--- src/rtl/adc_sample_packer.sv ---
// Packs IN_LANES-wide ADC beats into 64-bit words for the streamer.
// Also tags each trigger with its byte position inside the word it lands in.
module adc_sample_packer #(
  parameter int         IN_LANES = 2,
  parameter logic [7:0] PAD_BYTE = 8'h80
) (
  input  logic                    adc_data_clk,
  input  logic                    adc_reset,
  input  logic [8*IN_LANES-1:0]   adc_in,
  input  logic                    adc_in_valid,
  input  logic                    pack_run,
  input  logic                    trig_in,
  input  logic [2:0]              trig_lane,
  input  logic                    trig_mask,
  output logic [63:0]             adc_bus,
  output logic                    adc_data_valid,
  output logic                    adc_eof,
  output logic                    trigger_out,
  output logic [2:0]              trigger_sub_word,
  output logic                    trig_collision,
  output logic [31:0]             words_packed
);

  localparam int         BEAT_W    = 8 * IN_LANES;
  localparam int         BPW       = 8 / IN_LANES;
  localparam logic [2:0] LAST_BEAT = 3'(BPW - 1);
  localparam logic [63:0] PAD_WORD = {8{PAD_BYTE}};

  logic [2:0]  beat_q, beat_d;
  logic [63:0] asm_q, asm_d, asm_fill;
  logic        run_q, run_d;
  logic        pend_q, pend_d;
  logic [2:0]  pos_q, pos_d;
  logic [63:0] bus_q, bus_d;
  logic        valid_q, valid_d;
  logic        eof_q, eof_d;
  logic        trig_out_q, trig_out_d;
  logic [2:0]  sub_q, sub_d;
  logic        coll_q, coll_d;
  logic [31:0] words_q, words_d;

  logic        accept, flush, trig_hit;
  logic [2:0]  trig_pos;

  always_comb begin
    beat_d     = beat_q;
    asm_d      = asm_q;
    run_d      = pack_run;
    pend_d     = pend_q;
    pos_d      = pos_q;
    bus_d      = bus_q;
    valid_d    = 1'b0;
    eof_d      = 1'b0;
    trig_out_d = 1'b0;
    sub_d      = sub_q;
    coll_d     = coll_q;
    words_d    = words_q;

    accept   = adc_in_valid & pack_run;
    flush    = run_q & ~pack_run;
    trig_hit = accept & trig_in & ~trig_mask;
    trig_pos = beat_q * 3'(IN_LANES) + trig_lane;

    asm_fill = asm_q;
    for (int i = 0; i < BPW; i++) begin
      if (beat_q == 3'(i)) asm_fill[i*BEAT_W +: BEAT_W] = adc_in;
    end

    // The assembly register is pre-filled with pad bytes, so a flushed
    // partial word is already padded in the slots no beat has reached.
    if (flush) begin
      if (beat_q != 3'd0) begin
        bus_d   = asm_q;
        valid_d = 1'b1;
        eof_d   = 1'b1;
        if (pend_q) begin
          trig_out_d = 1'b1;
          sub_d      = pos_q;
        end
      end else begin
        eof_d = 1'b1;
      end
      beat_d = 3'd0;
      asm_d  = PAD_WORD;
      pend_d = 1'b0;
    end else if (accept) begin
      if (trig_hit) begin
        if (pend_q) begin
          coll_d = 1'b1;
        end else begin
          pend_d = 1'b1;
          pos_d  = trig_pos;
        end
      end
      if (beat_q == LAST_BEAT) begin
        bus_d   = asm_fill;
        valid_d = 1'b1;
        beat_d  = 3'd0;
        asm_d   = PAD_WORD;
        pend_d  = 1'b0;
        // A trigger on the final beat belongs to the word leaving now.
        if (pend_q | trig_hit) begin
          trig_out_d = 1'b1;
          sub_d      = pend_q ? pos_q : trig_pos;
        end
      end else begin
        asm_d  = asm_fill;
        beat_d = beat_q + 3'd1;
      end
    end

    if (valid_d) words_d = words_q + 32'd1;
  end

  always_ff @(posedge adc_data_clk) begin
    if (adc_reset) begin
      beat_q     <= 3'd0;
      asm_q      <= PAD_WORD;
      run_q      <= 1'b0;
      pend_q     <= 1'b0;
      pos_q      <= 3'd0;
      bus_q      <= 64'd0;
      valid_q    <= 1'b0;
      eof_q      <= 1'b0;
      trig_out_q <= 1'b0;
      sub_q      <= 3'd0;
      coll_q     <= 1'b0;
      words_q    <= 32'd0;
    end else begin
      beat_q     <= beat_d;
      asm_q      <= asm_d;
      run_q      <= run_d;
      pend_q     <= pend_d;
      pos_q      <= pos_d;
      bus_q      <= bus_d;
      valid_q    <= valid_d;
      eof_q      <= eof_d;
      trig_out_q <= trig_out_d;
      sub_q      <= sub_d;
      coll_q     <= coll_d;
      words_q    <= words_d;
    end
  end

  assign adc_bus          = bus_q;
  assign adc_data_valid   = valid_q;
  assign adc_eof          = eof_q;
  assign trigger_out      = trig_out_q;
  assign trigger_sub_word = sub_q;
  assign trig_collision   = coll_q;
  assign words_packed     = words_q;

endmodule

--- config.mk ---
export PLATFORM = sky130hd
export DESIGN_NAME = adc_sample_packer
export DESIGN_NICKNAME = d
export VERILOG_FILES = /design/src/rtl/adc_sample_packer.sv
export SDC_FILE = /design/constraint.sdc
export NUM_CORES = 1
export LEC_CHECK = 0
export CORE_ASPECT_RATIO = 1.2
export CORE_MARGIN = 2
export CORE_UTILIZATION = 38
export CTS_CLUSTER_SIZE = 30
export DETAILED_ROUTE_END_ITERATION = 10
export PLACE_DENSITY = 0.61
export SLEW_MARGIN = 25
export SYNTH_ARGS = -nofsm -noshare
export SYNTH_HDL_FRONTEND = slang
export SYNTH_SLANG_ARGS = --single-unit
export TNS_END_PERCENT = 20
--- constraint.sdc ---
create_clock -name adc_data_clk -period 3.07 [get_ports adc_data_clk]
set_clock_uncertainty 0.1 [all_clocks]
set_input_delay 0.4605 -clock adc_data_clk [delete_from_list [all_inputs] [get_ports adc_data_clk]]
set_output_delay 0.4605 -clock adc_data_clk [all_outputs]
set_load 0.03 [all_outputs]
Word level (Yosys, flattened, before mapping)
Index checks and enable logic that the tools add are counted.
- add/subtract/negate cells: 3
- reductions and logical operators: 12
- bitwise logic cells: 8
- muxes and demuxes: 30
- eq/ne operators: 5
- operator list (operator ; count):
    64-bit two-way mux ; 5
    16-bit two-way mux ; 4
    32-bit by 1-bit adder with 32-bit output, second input constant ; 1
    3-bit two-way mux ; 8
    1-bit two-way mux ; 13
    2-bit nonzero test ; 4
    3-bit by 2-bit equality test with 1-bit output, second input constant ; 2
    3-bit AND reduction ; 2
    5-bit AND reduction ; 1
    1-bit AND ; 4
    4-bit AND reduction ; 1
    3-bit by 1-bit adder with 3-bit output, second input constant ; 1
    3-bit adder ; 1
    3-bit by 1-bit equality test with 1-bit output, second input constant ; 1
    3-bit zero test ; 1
    1-bit inverter ; 3
    3-bit nonzero test ; 1
    2-bit by 1-bit != test with 1-bit output, second input constant ; 1
    2-bit != test, second input constant ; 1
    2-bit AND reduction ; 1
    2-bit OR reduction ; 1
    1-bit bitwise OR ; 1
- logic and storage cells: 70
- register bits: 175

Depth between registers and ports, before layout
- depth after elaboration: 8
- mapped depth: 8
- gate-level depth less buffers: 7

Least setup slack after synthesis
No wires, ideal clock.
- path kind: register to register
- from: register words_q[5], in the netlist words_packed[5]
- to: register words_q[31], in the netlist words_packed[31]
- path slack: 583 ps
- library setup time: 121 ps
- cell stages (with the launch flop): 7
- period minus slack after synthesis: 2487 ps
- data arrival time: 2266 ps
- buffers on the path: 1
- cells stage by stage: dfxtp_1 -> nand4_1 -> or4_1 -> buf_6 -> or3_4 -> nor3_1 -> mux2_2
- word-level cells in the longest chain between the ends: 1
- RTL lines (item ; RTL line ; RTL):
    from (decl) ; 40 ; logic [31:0] words_q, words_d;
    from (signal assigned) ; 141 ; words_q <= words_d;
    32-bit by 1-bit adder with 32-bit output ; 112 ; if (valid_d) words_d = words_q + 32'd1;
Every way passes these cells.
A chain may end at the register's enable or synchronous reset.

Worst setup path after layout
- from: register words_q[4], in the netlist words_packed[4]
- to: register words_q[31], in the netlist words_packed[31]
Same word-level chain as after synthesis.

==> impl_metrics.csv <==
group,metric,value,unit
outcome,status,"finished clean",
sta,finalHoldViolCount,0,
die,start_util,38.7,%
sta,slew_headroom,54.8,%
layout,fill_cells,1703,
routing,drt-wirelength-per-cell,16.8,um
layout,layout.nets,894,
die,die-area,19600,um2
logic_synthesis,netlist.top_cell.by_area,"dfxtp_1",
global_route,grt_max_degree,60,
sta,period_share,78.1,%
sta,min_period,2400,ps
die,io_pins,128,
worst_setup_path,max_stage_delay,630,ps
placed_design,io_buffers,127,
sta,slew_viol_final,0,
worst_setup_path,critPathKind,"reg2reg",
routing,wl,18500,um
die,die_h,153,um
layout,most-common-layout-cells,"dfxtp_1, nor2_1, clkdlybuf4s50_1",
clocking,cts_made_buffers,17,
logic_synthesis,synth_top_area_share,49.8,%
routing,drtIter0Drc,475,
clocking,ctsRootBufferMaster,"clkbuf_16",
clocking,clock_sink_count,175,
sta,worst_pin_slew,678,ps
logic_synthesis,ys_top_cells_by_area,"dfxtp_1, nor2_1, mux2i_1, a32oi_1, a211oi_1",
flow_run,cap_violations,0,
clocking,clk_latency,430,ps
global_route,track_usage,19.5,%
clocking,hold_buffers,0,
die,die_w,128,um
logic_synthesis,ys_ff_latch,175,
min_path,min_path_type,"reg2reg",
sta,rsz0062_at_grt,"no",
global_route,grt_pass1_vias,5583,
sta,tns,0,ps
global_route,overflow,0,
global_route,antenna_found_initial,0,
logic_synthesis,synthArstFlopShare,0,%
logic_synthesis,yosys_most_used_dff,"dfxtp_1",
logic_synthesis,yosysSeqAreaShare,49.8,%
logic_synthesis,yosysWarningCount,0,
clocking,clk_pin_slew,70,ps
worst_setup_path,crit_path_start_kind,"register",
layout,final_cell_area,9120,um2
power,p_leak,0.00297,uW
power,power_density,535,nW/um2
worst_setup_path,path_cells,"nand4_1, or4_1, or3_4, nor3_1, mux2_2",
clocking,cts_resized,0,
sta,setup_viol,0,
routing,via_per_inst,5.32,
layout,drive_gt1_share,7.20,%
logic_synthesis,syn_area,7030,um2
worst_setup_path,cp-end-kind,"register",
layout,layout_commonest_cell,"dfxtp_1",
placed_design,routabilityCongestion,0.756,
logic_synthesis,syn_avg_cell_area,9.28,um2
die,coreArea,18200,um2
logic_synthesis,synth_cell_types,40,
worst_setup_path,crit_slowest_cell,"or4_1",
clocking,cts_tree,"built",
worst_setup_path,cp_max_fo,7,
clocking,cts_max_level,4,
logic_synthesis,synthCells,757,
layout,syn_to_final_growth,29.7,%
die,num_rows,54,
worst_setup_path,required,3290,ps
routing,ant_nets,0,
routing,drc,0,
clocking,cts_buffer_depth,2,
sta,timing.fmax,417,MHz
logic_synthesis,synth_nets,788,
power,peakVddDrop,0.391,mV
layout,diodes,0,
placed_design,placed_cell_area,8530,um2
placed_design,dp_hpwl,12100,um
worst_setup_path,crit_arrival,2610,ps
routing,first_pass_iters,4,
global_route,grt_pass1_wl,30100,um
routing,num_vias,5844,
logic_synthesis,synth-edff-count,0,
clocking,cts_setup_buffers,0,
[where the power goes]
part	leakage (uW)	switching [uW]	internal [uW]
logic	0.00128	239	153
clock network	0.000274	947	1210
registers	0.00141	22.8	2310
total	0.00297	1210	3670
[flip-flops by register name, summed over array words and instances (netlist names)]
register and flops:
run_q 1, words_packed 32, pos_q 3, asm_q 64, trigger_out 1, beat_q 3
adc_data_valid 1, trigger_sub_word 3, adc_bus 64, trig_collision 1, pend_q 1, adc_eof 1
[metrics by stage]
stage          hold slack, ps  total power [uW]  worst slack, ps  utilization (%)  instances
2_1_floorplan             308              2610              583                -        757
3_3_place_gp              327              2780              527             47.0       1068
3_5_place_dp              332              2780              490             47.0       1068
4_1_cts                   347              4930              682             50.2       1099
5_1_grt                   359              5050              493             50.2       1099
6_report                  343              4880              672             50.2       1099
[layout make-up]
type / instances / area (um2) / share of cell area [%]
flip-flops and latches: 175 / 3500 / 38.4
multi-input cells: 516 / 3280 / 36.0
repair buffers: 148 / 1450 / 15.9
clock buffers: 17 / 425 / 4.67
well taps: 224 / 280 / 3.07
clock inverters: 14 / 159 / 1.74
inverters: 5 / 18.8 / 0.206
[critical path: cells and delay by family (launching register included)]
family / cells / cell delay (ps)
simple gates: 4 / 1380
mux: 1 / 350
flops: 1 / 460
[cell families (layout without fill, tap and decap cells)]
family | Yosys count | count (layout) | share of synthesized area, %
xor+xnor | 30 | 30 | 3.74
mux | 58 | 58 | 8.28
compound gates | 139 | 139 | 15.0
flops | 175 | 175 | 49.8
buf+inv | 66 | 184 | 3.92
fa+ha+maj | 6 | 6 | 1.07
simple gates | 283 | 283 | 18.2
[metal layers]
metal | up-vias | routed length (um) | GRT usage (%)
met5 | - | 0 | 0
met4 | 0 | 325 | 6.44
met3 | 18 | 696 | 3.68
li1 | 2932 | - | -
met2 | 159 | 8480 | 31.0
met1 | 2735 | 8960 | 26.7
[cell usage after synthesis, types with 5 or more instances]
cell type	count
mux2i_1	57
nor2b_1	5
ha_1	6
a32oi_1	42
nor2_1	156
clkbuf_1	51
a21oi_1	6
inv_1	5
and2_1	15
nand2_1	47
nand4_1	8
nor3_1	9
nor4_1	14
a311oi_1	19
or3_1	5
xnor2_1	28
o21ai_0	22
nand3_1	7
dfxtp_1	175
a211oi_1	48
[worst paths after layout]
kind                                     start                            end  slack, ps  cells past startpoint
setup reg to reg  words_packed[4]$_SDFFE_PP0P_  words_packed[31]$_SDFFE_PP0P_        670                      5
setup / recovery  words_packed[4]$_SDFFE_PP0P_  words_packed[31]$_SDFFE_PP0P_        670                      5
hold reg to reg         asm_q[63]$_SDFFE_PP1N_         asm_q[63]$_SDFFE_PP1N_        340                      1
hold / removal          asm_q[63]$_SDFFE_PP1N_         asm_q[63]$_SDFFE_PP1N_        340                      1
No activity file was read; power rests on OpenSTA's default activity.
